===== config.mk =====
export PLATFORM = sky130hd
export DESIGN_NAME = uart_rx
export DESIGN_NICKNAME = d
export VERILOG_FILES = /design/src/rtl/uart_rx.sv
export SDC_FILE = /design/constraint.sdc
export NUM_CORES = 1
export LEC_CHECK = 0
export CAP_MARGIN = 10
export CORE_MARGIN = 2
export CORE_UTILIZATION = 56
export DETAILED_ROUTE_END_ITERATION = 12
export PLACE_DENSITY = 0.78
export SLEW_MARGIN = 10
export SYNTH_ARGS = -nofsm -noshare
export SYNTH_HDL_FRONTEND = slang
export SYNTH_SLANG_ARGS = --single-unit
export TNS_END_PERCENT = 30

===== constraint.sdc =====
create_clock -name clk -period 2 [get_ports clk]
set_input_delay 0.3 -clock clk [delete_from_list [all_inputs] [get_ports clk]]
set_output_delay 0.3 -clock clk [all_outputs]
set_load 0.03 [all_outputs]

===== src/rtl/uart_rx.sv =====
// -----------------------------------------------------------------------------
// uart_rx
//   UART receiver for 8N1-style frames (LSB first, idle-high line). The async
//   rx pin is brought into the clk domain by a 2-FF synchroniser. A tick
//   generator produces OVERSAMPLE ticks per bit, which are used to find the
//   centre of each bit. Each received byte is held behind a sticky
//   valid/ack handshake. Framing errors (stop bit low) and overruns (a new
//   byte arrives while the old one is still unacknowledged) are flagged.
//
// Ports
//   clk        in   1           system clock
//   rst        in   1           synchronous, active-high reset
//   rx         in   1           async serial input (idle high)
//   rx_ack     in   1           consumer takes the byte; clears rx_valid next clk
//   data_o     out  DATA_WIDTH  last good byte, stable while rx_valid=1
//   rx_valid   out  1           byte available; sticky until rx_ack
//   rx_busy    out  1           1 whenever the receiver is not idle
//   frame_err  out  1           1-clk pulse: stop bit sampled low
//   overrun    out  1           sticky: good byte overwrote an unacknowledged one
// -----------------------------------------------------------------------------
module uart_rx #(
  parameter int DATA_WIDTH   = 8,
  parameter int BAUDRATE     = 9600,
  parameter int CLK_FREQ_MHZ = 125,
  parameter int OVERSAMPLE   = 16
) (
  input  logic                  clk,
  input  logic                  rst,
  input  logic                  rx,
  input  logic                  rx_ack,
  output logic [DATA_WIDTH-1:0] data_o,
  output logic                  rx_valid,
  output logic                  rx_busy,
  output logic                  frame_err,
  output logic                  overrun
);

  localparam int TICK_RAW   = CLK_FREQ_MHZ * 1_000_000 / (BAUDRATE * OVERSAMPLE);
  localparam int TICK_COUNT = (TICK_RAW < 1) ? 1 : TICK_RAW;
  localparam int TICK_W     = (TICK_COUNT > 1) ? $clog2(TICK_COUNT) : 1;
  localparam int SAMP_W     = $clog2(OVERSAMPLE);
  localparam int BIT_W      = (DATA_WIDTH > 1) ? $clog2(DATA_WIDTH) : 1;

  localparam logic [TICK_W-1:0] TICK_LAST = TICK_W'(TICK_COUNT - 1);
  // The start bit is checked half a bit in; every later sample is a full bit on.
  localparam logic [SAMP_W-1:0] HALF_LAST = SAMP_W'(OVERSAMPLE / 2 - 1);
  localparam logic [SAMP_W-1:0] FULL_LAST = SAMP_W'(OVERSAMPLE - 1);
  localparam logic [BIT_W-1:0]  BIT_LAST  = BIT_W'(DATA_WIDTH - 1);

  typedef enum logic [1:0] {
    IDLE,
    START,
    DATA,
    STOP
  } state_e;

  // Synchroniser and edge-detect history
  logic sync1_q;
  logic rx_s_q;
  logic rx_prev_q;

  state_e                  state_q,    state_d;
  logic [TICK_W-1:0]       tick_cnt_q, tick_cnt_d;
  logic [SAMP_W-1:0]       samp_cnt_q, samp_cnt_d;
  logic [BIT_W-1:0]        bit_cnt_q,  bit_cnt_d;
  logic [DATA_WIDTH-1:0]   shift_q,    shift_d;
  logic [DATA_WIDTH-1:0]   data_q,     data_d;
  logic                    valid_q,    valid_d;
  logic                    ferr_q,     ferr_d;
  logic                    overrun_q,  overrun_d;

  logic tick;

  assign tick = (tick_cnt_q == TICK_LAST);

  always_comb begin
    // NOTE: every variable gets a default before any branch, so no path can
    // leave one unassigned and infer a latch.
    state_d    = state_q;
    tick_cnt_d = tick ? '0 : tick_cnt_q + TICK_W'(1);
    samp_cnt_d = samp_cnt_q;
    bit_cnt_d  = bit_cnt_q;
    shift_d    = shift_q;
    data_d     = data_q;
    valid_d    = valid_q;
    ferr_d     = 1'b0;
    overrun_d  = overrun_q;

    // Acknowledge only matters when a byte is actually pending.
    if (rx_ack && valid_q) begin
      valid_d   = 1'b0;
      overrun_d = 1'b0;
    end

    unique case (state_q)
      IDLE: begin
        // Edge, not level: a held-low (break) line cannot retrigger.
        if (rx_prev_q && !rx_s_q) begin
          state_d    = START;
          tick_cnt_d = '0;
          samp_cnt_d = '0;
          bit_cnt_d  = '0;
        end
      end

      START: begin
        if (tick) begin
          if (samp_cnt_q == HALF_LAST) begin
            samp_cnt_d = '0;
            bit_cnt_d  = '0;
            // Line back high at the start-bit centre means it was a glitch.
            state_d    = rx_s_q ? IDLE : DATA;
          end else begin
            samp_cnt_d = samp_cnt_q + SAMP_W'(1);
          end
        end
      end

      DATA: begin
        if (tick) begin
          if (samp_cnt_q == FULL_LAST) begin
            samp_cnt_d = '0;
            // LSB arrives first, so shifting right leaves it at bit 0.
            shift_d    = {rx_s_q, shift_q[DATA_WIDTH-1:1]};
            if (bit_cnt_q == BIT_LAST) begin
              state_d = STOP;
            end else begin
              bit_cnt_d = bit_cnt_q + BIT_W'(1);
            end
          end else begin
            samp_cnt_d = samp_cnt_q + SAMP_W'(1);
          end
        end
      end

      STOP: begin
        if (tick) begin
          if (samp_cnt_q == FULL_LAST) begin
            samp_cnt_d = '0;
            state_d    = IDLE;
            if (rx_s_q) begin
              data_d  = shift_q;
              valid_d = 1'b1;
              // An ack in this same cycle consumed the old byte: no overrun.
              if (valid_q && !rx_ack) begin
                overrun_d = 1'b1;
              end
            end else begin
              ferr_d = 1'b1;
            end
          end else begin
            samp_cnt_d = samp_cnt_q + SAMP_W'(1);
          end
        end
      end

      default: state_d = IDLE;
    endcase
  end

  // NOTE: sequential state uses non-blocking assignments so every flop
  // samples its pre-edge inputs, independent of statement order.
  always_ff @(posedge clk) begin
    if (rst) begin
      // Synchroniser presets to the idle level so reset never looks like a start edge.
      sync1_q    <= 1'b1;
      rx_s_q     <= 1'b1;
      rx_prev_q  <= 1'b1;
      state_q    <= IDLE;
      tick_cnt_q <= '0;
      samp_cnt_q <= '0;
      bit_cnt_q  <= '0;
      shift_q    <= '0;
      data_q     <= '0;
      valid_q    <= 1'b0;
      ferr_q     <= 1'b0;
      overrun_q  <= 1'b0;
    end else begin
      sync1_q    <= rx;
      rx_s_q     <= sync1_q;
      rx_prev_q  <= rx_s_q;
      state_q    <= state_d;
      tick_cnt_q <= tick_cnt_d;
      samp_cnt_q <= samp_cnt_d;
      bit_cnt_q  <= bit_cnt_d;
      shift_q    <= shift_d;
      data_q     <= data_d;
      valid_q    <= valid_d;
      ferr_q     <= ferr_d;
      overrun_q  <= overrun_d;
    end
  end

  assign data_o    = data_q;
  assign rx_valid  = valid_q;
  assign frame_err = ferr_q;
  assign overrun   = overrun_q;
  assign rx_busy   = (state_q != IDLE);

endmodule


# After elaboration in Yosys (flattened, before gate mapping)
# Index checks and enable logic that the tools add are counted.
[totals]
reg_bits = 41
input_bits = 4
[classes]
muxes = 38
bitwise = 3
n_reduce_logical = 15
addsub = 3
eq_ne = 17
[ops]
columns = ["op", "n"]
rows = [
  ["two-way mux 10 bit", 3],
  ["two-way mux 4 bit", 5],
  ["two-way mux 2 bit", 9],
  ["two-way mux 3 bit", 6],
  ["!= test 2 bit, second input constant", 9],
  ["two-way mux 1 bit", 12],
  ["one-hot mux 4 bit (3 select lines)", 1],
  ["adder 10 x 1 -> 10 bit, second input constant", 1],
  ["== test 10 bit, second input constant", 1],
  ["one-hot mux 3 bit (3 select lines)", 1],
  ["one-hot mux 2 bit (4 select lines)", 1],
  ["AND reduction 8 bit", 1],
  ["AND reduction 7 bit", 1],
  ["AND reduction 3 bit", 2],
  ["adder 4 x 1 -> 4 bit, second input constant", 1],
  ["== test 2 bit, second input constant", 2],
  ["== test 4 x 3 -> 1 bit, second input constant", 1],
  ["== test 4 bit, second input constant", 1],
  ["AND reduction 4 bit", 1],
  ["OR reduction 4 bit", 1],
  ["adder 3 x 1 -> 3 bit, second input constant", 1],
  ["== test 3 bit, second input constant", 1],
  ["logical AND 1 bit", 3],
  ["NOT 1 bit", 3],
  ["7 further kinds", 8],
]

# Longest topological paths before layout
# Gate-level depths: netlist of the first run.
[logic_depth]
depth_word = 7
ltp_mapped = 7

# Least setup slack after synthesis of the first run
# Ideal clock, no wire load.
[synth_path]
path_type = "register to register"
start = "register tick_cnt_q[0]"
end = "register bit_cnt_q[0]"
synth_period_minus_slack_ps = 1661
stages_incl_launch_ff = 7
slack_ps = 339
setup_ps = 121
required_time_ps = 1879
path_buffers = 0
arrival_time_ps = 1540
cell_sequence = "dfxtp_1 > inv_1 > ha_1 > and4b_1 > nand4_4 > a22oi_2 > mux2_4"
[synth_between]
elab_chain_len = 3
word_cells_on_any_way = 4
cone_classes = "eq/ne (3); reduce/logical (1)"
[synth_rtl]
columns = ["element", "line_no", "rtl"]
rows = [
  ["from (decl)", "63", "logic [TICK_W-1:0] tick_cnt_q, tick_cnt_d;"],
  ["from (signal assigned)", "183", "tick_cnt_q <= tick_cnt_d;"],
  ["== test 10 bit *", "74", "assign tick = (tick_cnt_q == TICK_LAST);"],
  ["!= test 2 bit (no line)", "-", ""],
  ["AND reduction 7 bit (no line) *", "-", ""],
  ["to (signal assigned)", "185", "bit_cnt_q <= bit_cnt_d;"],
  ["to (decl)", "65", "logic [BIT_W-1:0] bit_cnt_q, bit_cnt_d;"],
]
# Every way passes the cells marked *; elsewhere a longest branch is shown, timed or not.
# A chain may end at the register's enable or synchronous reset.

# Final worst setup path of the first run
[layout_path]
start = "register state_q[0]"
end = "output rx_busy"
[layout_between]
elab_chain_len = 1
[layout_rtl]
columns = ["element", "line_no", "rtl"]
rows = [
  ["from (decl)", "62", "state_e state_q, state_d;"],
  ["from (signal assigned)", "182", "state_q <= state_d;"],
  ["nonzero test 2 bit", "198", "assign rx_busy = (state_q != IDLE);"],
  ["to (decl)", "33", "output logic rx_busy,"],
]
# No other way between the ends.

==> results of run 1 <==
[cell type report]
class	count	area share [%]
clock buffer	5	1.77
clock inverter	2	1.65
sequential	41	38.7
tap	46	2.72
inverter	7	1.30
multi-input combinational	143	45.0
timing repair buffer	20	8.80
[logic make-up (layout without fill, tap and decap cells)]
kind of cell,after synthesis,in the layout,synth area share (%)
buffers and inverters,17,34,5.47
DFF,41,41,43.8
AOI/OAI and AO/OA,48,48,16.4
adders and majority gates,5,5,3.34
muxes,3,3,1.87
and+or+nand+nor,78,78,24.9
xor gates and xnor gates,9,9,4.21
[worst max-delay path, delay by kind of cell (launching register included)]
kind | cells | cell delay, ns
flip-flops | 1 | 0.42
AND/OR/NAND/NOR | 1 | 0.23
buffers and inverters | 2 | 0.53
[synthesized netlist by cell type, types with 3 or more instances]
cell type	number
nand4_1	5
nand2_1	10
buf_4	3
and3_1	4
ha_1	5
inv_1	5
clkbuf_1	3
xor2_1	7
a21oi_1	20
o21ai_0	16
nor2_1	14
dfxtp_1	41
nand3_1	24
[sequential cells by signal (all words and copies together), names as in the netlist, named ones only]
register    cells
tick_cnt_q     10
data_o          8
shift_q         8
samp_cnt_q      4
bit_cnt_q       3
frame_err       1
rx_prev_q       1
rx_s_q          1
rx_valid        1
state_q         1
sync1_q         1
[stage by stage]
stage                     worst slack, ns  cell area, um2  instances
after floorplan                     0.339            1870        201
after global placement              0.200            2040        257
after detailed placement            0.134            2040        257
after CTS                           0.108            2120        264
after global routing               0.0373            2120        264
final                               0.160            2120        264
[path summary, 6_finish.rpt]
kind	slack [ns]	end	start
worst max-delay path	0.16	rx_busy	state_q[0]
worst min-delay path	0.43	rx_s_q	sync1_q
worst max register to register	0.19	bit_cnt_q[0]	tick_cnt_q[0]
worst min register to register	0.43	rx_s_q	sync1_q
[routing by layer]
metal | global-route usage, % | routed length (um)
met1 | 25.9 | 1550
met2 | 34.9 | 1710
met3 | 7.25 | 179
met4 | 8.21 | 70
met5 | 0 | 0
[power by group]
group          total [uW]  switching, uW  internal [uW]
Clock                 513            259            254
Sequential            837           12.0            825
Combinational        65.0           38.8           26.2
Total                1420            309           1110
==> results.py, run 1 <==
metrics = {
    "run_status": {
        "status": "completed",
    },
    "clocking": {
        "cts.htree.levels": 2,
        "clk_pin_slew_ns": 0.11,
        "post_cts_buffers": 0,
        "cts-hold-fix-buffers": 0,
        "cts_made_buffers": 5,
        "clock-sinks": 41,
        "cts_buffer_depth": 2,
        "cts_root_buffer": "clkbuf_4",
        "clock_latency_ns": 0.35,
        "cts_resized": 1,
        "cts_tree": "yes",
    },
    "placement": {
        "routabilityCongestion": 0.755,
        "post-dp-hpwl_mm": 2.55,
        "io_buffers": 15,
    },
    "sta": {
        "max_freq_mhz": 543,
        "fin_setup_tns_ns": 0,
        "setup_viol": 0,
        "hold_viol_final": 0,
        "drv_slew": 0,
        "whs_ns": 0.428,
        "post-route-period-util_pct": 92.0,
        "slew_headroom_pct": 74.6,
        "max_slew.worst_pin.slew_ns": 0.381,
        "rsz0062_at_grt": "false",
        "period_minus_slack_ns": 1.84,
        "skew_ns": 0.00882,
    },
    "logic_synthesis": {
        "yosysTopAreaCell": "dfxtp_1",
        "synthCells": 201,
        "synth.distinct_cells": 47,
        "yosys_warnings": 0,
        "synthFlopType": "dfxtp_1",
        "syn-num-nets": 210,
        "synthesis.area_mm2": 0.00187,
        "synth.area.top_cells": "dfxtp_1 44%, nand3_1 6.4%, a21oi_1 5.3%",
        "syn_area_per_cell_um2": 9.32,
        "async_flop_share_pct": 0,
        "synth-edff-count": 0,
        "ys_seq_elements": 41,
        "synth_top_area_share_pct": 43.8,
        "yosysSeqAreaShare_pct": 43.8,
    },
    "critical_path": {
        "path_max_fanout": 8,
        "critPathLaunchType": "flip-flop",
        "crit_type": "flip-flop to primary output",
        "cp.arrival_ns": 1.54,
        "crit_path_max_incr_delay_ns": 0.42,
        "reg2reg_depth": 6,
        "path_cells": "nor2_4 -> clkinv_2 -> dlygate4sd2_1",
        "endpoint_kind": "primary output",
        "critPathRequiredTime_ns": 1.70,
        "crit_slowest_cell": "dfxtp_1",
    },
    "final_layout": {
        "areaGrowthSynthToFinish_pct": 13.0,
        "nets": 227,
        "drive_gt1_share_pct": 15.6,
        "final_common_cell": "dfxtp_1",
        "nFillCells": 288,
        "mostFrequentLayoutCells": "41 x dfxtp_1, 24 x nand3_1, 20 x a21oi_1",
        "diodes": 0,
        "final_core_util_pct": 64.5,
        "multi_input_area_um2": 953,
        "seqCellArea_um2": 821,
    },
    "grt": {
        "grt_use_total_pct": 21.3,
        "grt_pass1_wl_mm": 5.94,
        "grt-ovfl-total": 0,
        "grt_pass1_vias": 1329,
        "antenna_found_initial": 0,
        "grt_max_degree": 20,
    },
    "flow_run": {
        "drv_cap": 0,
    },
    "floorplan": {
        "die_area_mm2": 0.00383,
        "die_height_um": 61.9,
        "core_mm2": 0.00328,
        "initial_core_util_pct": 57.1,
        "io_pins": 16,
        "num_rows": 21,
        "die_x_um": 61.9,
    },
    "routing": {
        "finalWirelength_mm": 3.51,
        "drc": 0,
        "vias": 1505,
        "viasPerCell": 5.70,
        "dr.pass1.iters": 4,
        "drtIter0Drc": 59,
        "antenna_left": 0,
        "wl_per_cell_um": 13.3,
    },
    "power": {
        "power_density_mw_per_mm2": 668,
        "total_power_uw": 1420,
        "p_leak_uw": 0.000774,
        "ir_drop_mv": 0.349,
    },
    "hold_path": {
        "min_path_type": "flip-flop to flip-flop",
        "hold_depth": 1,
    },
}
Note: power is estimated with default switching activity, not from simulation.
==> inputs of run 2 (changes only) <==
--- a/config.mk
+++ b/config.mk
@@ -7,9 +7,8 @@
 export LEC_CHECK = 0
 export CAP_MARGIN = 10
 export CORE_MARGIN = 2
-export CORE_UTILIZATION = 56
+export CORE_UTILIZATION = 40
 export DETAILED_ROUTE_END_ITERATION = 12
-export PLACE_DENSITY = 0.78
 export SLEW_MARGIN = 10
 export SYNTH_ARGS = -nofsm -noshare
 export SYNTH_HDL_FRONTEND = slang
==> results.py, run 2 (synthesis results as in run 1) <==
metrics = {
    "sta": {
        "max_slew.worst_pin.slew_ns": 0.433,
        "post-route-period-util_pct": 92.6,
        "setup_viol": 0,
        "slew_headroom_pct": 71.1,
        "rsz0062_at_grt": "false",
        "max_freq_mhz": 540,
        "hold_viol_final": 0,
        "period_minus_slack_ns": 1.85,
        "drv_slew": 0,
        "skew_ns": 0.00948,
        "fin_setup_tns_ns": 0,
    },
    "floorplan": {
        "die_height_um": 72.5,
        "num_rows": 24,
        "die_x_um": 72.5,
        "initial_core_util_pct": 42.2,
        "die_area_mm2": 0.00525,
        "io_pins": 16,
        "core_mm2": 0.00444,
    },
    "routing": {
        "antenna_left": 0,
        "drtIter0Drc": 76,
        "finalWirelength_mm": 3.59,
        "dr.pass1.iters": 4,
        "vias": 1458,
        "wl_per_cell_um": 13.2,
        "viasPerCell": 5.36,
        "drc": 0,
    },
    "grt": {
        "grt_use_total_pct": 15.3,
        "antenna_found_initial": 0,
        "grt_max_degree": 18,
        "grt-ovfl-total": 0,
        "grt_pass1_vias": 1349,
        "grt_pass1_wl_mm": 6.19,
    },
    "final_layout": {
        "final_common_cell": "dfxtp_1",
        "largest_reg_flops": 10,
        "diodes": 0,
        "areaGrowthSynthToFinish_pct": 15.8,
        "seqCellArea_um2": 821,
        "nFillCells": 433,
        "top_register": "tick_cnt_q",
        "nets": 229,
        "finalNonFillerCells": 272,
        "drive_gt1_share_pct": 15.5,
        "mostFrequentLayoutCells": "41 x dfxtp_1, 24 x nand3_1, 20 x a21oi_1",
        "multi_input_area_um2": 951,
    },
    "placement": {
        "io_buffers": 15,
        "routabilityCongestion": 0.762,
        "dp.cells": 265,
        "post-dp-hpwl_mm": 2.42,
    },
    "power": {
        "total_power_uw": 1550,
        "power_density_mw_per_mm2": 713,
        "ir_drop_mv": 0.480,
        "p_leak_uw": 0.000798,
    },
    "clocking": {
        "cts_buffer_depth": 2,
        "cts-hold-fix-buffers": 0,
        "cts_root_buffer": "clkbuf_8",
        "cts_made_buffers": 5,
        "cts_resized": 1,
        "clk_pin_slew_ns": 0.08,
        "clock_latency_ns": 0.30,
        "clock-sinks": 41,
        "cts_tree": "yes",
        "cts.htree.levels": 2,
        "post_cts_buffers": 0,
    },
    "critical_path": {
        "crit_type": "flip-flop to flip-flop",
        "critPathLaunchType": "flip-flop",
        "r2r_slack_ns": 0.15,
        "cp.arrival_ns": 2.08,
        "critPathRequiredTime_ns": 2.23,
        "path_max_fanout": 10,
        "endpoint_kind": "flip-flop",
    },
    "hold_path": {
        "min_path_type": "flip-flop to flip-flop",
    },
    "run_status": {
        "status": "completed",
    },
    "flow_run": {
        "drv_cap": 0,
    },
}
[run 2: cell types whose count changed in the layout (fill, tap and decap cells not counted)]
cell and delta:
and3_2 -1, buf_4 +2, clkbuf_8 +5, clkbuf_4 -5, and4_1 +1, and4_2 -1, and3_1 +1
[run 2: worst max-delay path, cell delays in order, from the launching register on]
cell and delay [ns]:
dfxtp_1 0.37, ha_1 0.23, and3_1 0.37, and4_1 0.46, a31oi_1 0.15, a211oi_2 0.20
[run 2: layout make-up]
cell class / count / area share (%)
Multi-Input combinational cell: 143 / 43.8
Sequential cell: 41 / 37.8
Timing Repair Buffer: 22 / 9.28
Clock inverter: 2 / 1.61
Tap cell: 52 / 3.00
Inverter: 7 / 1.27
Clock buffer: 5 / 3.17
[run 2: final timing paths]
check / startpoint / end / depth (start not counted)
hold / removal: sync1_q / rx_s_q / 1
setup / recovery: samp_cnt_q[0] / flip-flop / 5
hold reg to reg: sync1_q / rx_s_q / 1
setup reg to reg: samp_cnt_q[0] / flip-flop / 5
[run 2: power breakdown]
part,internal [uW],switching [uW]
Sequential,825,11.1
Clock,363,282
Combinational,27.4,38.9
Total,1210,332
[run 2: routing by layer]
layer / global-route usage [%] / up-vias / share of wire (%)
met5: 0 / - / 0
met1: 19.7 / 663 / 49
met2: 23.2 / 29 / 45
met3: 3.75 / 8 / 4.4
met4: 9.26 / 0 / 2.4
li1: - / 758 / -
[run 2: metrics by stage]
step           worst slack (ns)  hold WS, ns  util, %  cell area, um2
3_3_place_gp              0.204        0.399     46.5            2070
2_1_floorplan             0.339        0.389        -            1870
6_report                  0.149        0.419     48.8            2170
4_1_cts                   0.143        0.425     48.8            2170
5_1_grt                  0.0118        0.436     48.8            2170
3_5_place_dp              0.148        0.405     46.5            2070
==> inputs of run 3 (changes only) <==
==> constraint.sdc (replaced) <==
create_clock -name clk -period 1.65 [get_ports clk]
set_input_delay 0.2475 -clock clk [delete_from_list [all_inputs] [get_ports clk]]
set_output_delay 0.2475 -clock clk [all_outputs]
set_load 0.03 [all_outputs]
==> results.py, run 3 (synthesis results as in run 1) <==
metrics = {
    "critical_path": {
        "setup.worst_path.start": "tick_cnt_q[0]",
        "r2r_slack_ns": 0.03,
        "critPathLaunchType": "flip-flop",
        "reg2reg_from": "tick_cnt_q[0]",
        "reg2reg_depth": 7,
        "crit_type": "flip-flop to flip-flop",
        "cp.arrival_ns": 1.81,
        "r2r-end": "samp_cnt_q[0]",
        "critPathRequiredTime_ns": 1.84,
        "endpoint_kind": "flip-flop",
        "path_max_fanout": 7,
    },
    "grt": {
        "grt_pass1_wl_mm": 6.61,
        "antenna_found_initial": 0,
        "grt_pass1_vias": 1452,
        "grt-ovfl-total": 0,
        "grt_use_total_pct": 16.1,
        "grt_max_degree": 23,
    },
    "final_layout": {
        "final_common_cell": "dfxtp_1",
        "drive_gt1_share_pct": 24.4,
        "top_register": "tick_cnt_q",
        "largest_reg_flops": 10,
        "nets": 242,
        "finalNonFillerCells": 286,
        "mostFrequentLayoutCells": "38 x dfxtp_1, 24 x nand3_1, 20 x a21oi_1",
        "diodes": 0,
        "areaGrowthSynthToFinish_pct": 22.1,
        "nFillCells": 437,
        "final_core_util_pct": 51.5,
    },
    "power": {
        "p_leak_uw": 0.000871,
        "ir_drop_mv": 0.414,
        "total_power_uw": 1760,
        "power_density_mw_per_mm2": 770,
    },
    "routing": {
        "finalWirelength_mm": 3.82,
        "vias": 1537,
        "dr.pass1.iters": 4,
        "antenna_left": 0,
        "wl_per_cell_um": 13.4,
        "viasPerCell": 5.37,
        "drtIter0Drc": 78,
        "drc": 0,
    },
    "hold_path": {
        "min_path_type": "flip-flop to flip-flop",
        "hold_depth": 1,
        "worstHoldStart": "sync1_q",
        "holdPathEnd": "rx_s_q",
    },
    "placement": {
        "routabilityCongestion": 0.800,
        "io_buffers": 15,
        "dp.cells": 276,
        "post-place-ws_ns": -0.0353,
        "post-dp-hpwl_mm": 2.59,
    },
    "clocking": {
        "cts_buffer_depth": 2,
        "cts_made_buffers": 5,
        "clk_pin_slew_ns": 0.08,
        "cts_tree": "yes",
        "cts_root_buffer": "clkbuf_8",
        "clock_latency_ns": 0.30,
        "clock-sinks": 41,
        "cts.htree.levels": 2,
    },
    "floorplan": {
        "initial_core_util_pct": 42.2,
        "io_pins": 16,
        "die_area_mm2": 0.00525,
        "die_height_um": 72.5,
        "num_rows": 24,
        "core_mm2": 0.00444,
        "die_x_um": 72.5,
    },
    "run_status": {
        "status": "completed",
    },
    "sta": {
        "drv_slew": 0,
        "skew_ns": 0.00892,
        "post-route-period-util_pct": 98.3,
        "max_slew.worst_pin.slew_ns": 0.340,
        "period_minus_slack_ns": 1.62,
        "setup_viol": 0,
        "fin_setup_tns_ns": 0,
        "fin_ws_ns": 0.0275,
        "rsz0062_at_grt": "true",
        "hold_viol_final": 0,
        "max_freq_mhz": 616,
        "slew_headroom_pct": 77.4,
    },
    "flow_run": {
        "drv_cap": 0,
    },
}
run 3: cell count changes in the layout (fill, tap and decap cells not counted), moves of 2 or more:
cell     before  now
buf_12        0    2
inv_1         5    3
dfxtp_2       0    3
inv_2         0    2
dfxtp_1      41   38
buf_4         7   19
run 3: final cells by class:
cell class	count	area, um2	share of cell area (%)
repair buffers	35	325	14.2
inverters	7	27.5	1.20
clock inverters	3	17.5	0.765
clock buffers	5	68.8	3.01
flip-flops and latches	41	825	36.0
multi-input cells	143	960	41.9
well taps	52	65.1	2.84
run 3: report_power, final:
group	leakage [uW]	internal [uW]	switching, uW
combinational	0.000494	46.4	58.4
sequential	0.000332	1000	7.92
clock	0.0000439	292	357
total	0.000871	1340	423
run 3: what timing repair did:
action                                  in CTS  in global routing
endpoints found under the hold margin        0                  0
gates resized for setup                      1                 10
buffers inserted                             0                  2
endpoints found under the setup margin       1                 15
hold buffers                                 0                  0
pin swaps                                    0                  2
run 3: layer usage:
layer / track usage, % / share of wire, % / vias up
met1: 20.2 / 49 / 726
met2: 26.5 / 47 / 16
met3: 4.17 / 2.8 / 7
met4: 6.17 / 1.5 / 0
met5: 0 / 0 / -
li1: - / - / 788
run 3: through the flow:
step	hold slack (ns)	instance area [um2]
after floorplan	0.346	1870
after global placement	0.398	2170
after detailed placement	0.430	2170
after CTS	0.443	2260
after global routing	0.460	2290
final	0.439	2290
run 3: worst max-delay path, stage by stage (launching register included):
cell     delay (ns)
dfxtp_2        0.33
inv_2          0.04
ha_1           0.12
and4b_2        0.28
nand4_4        0.14
buf_4          0.18
and4_2         0.22
a31o_2         0.20
run 3: worst max-delay path by stage:
stage,cells after the start,to
finish,7,samp_cnt_q[0]
global route,7,bit_cnt_q[2]
CTS,7,bit_cnt_q[2]
detailed placement,6,flip-flop
global placement,6,flip-flop
floorplan,6,bit_cnt_q[0]
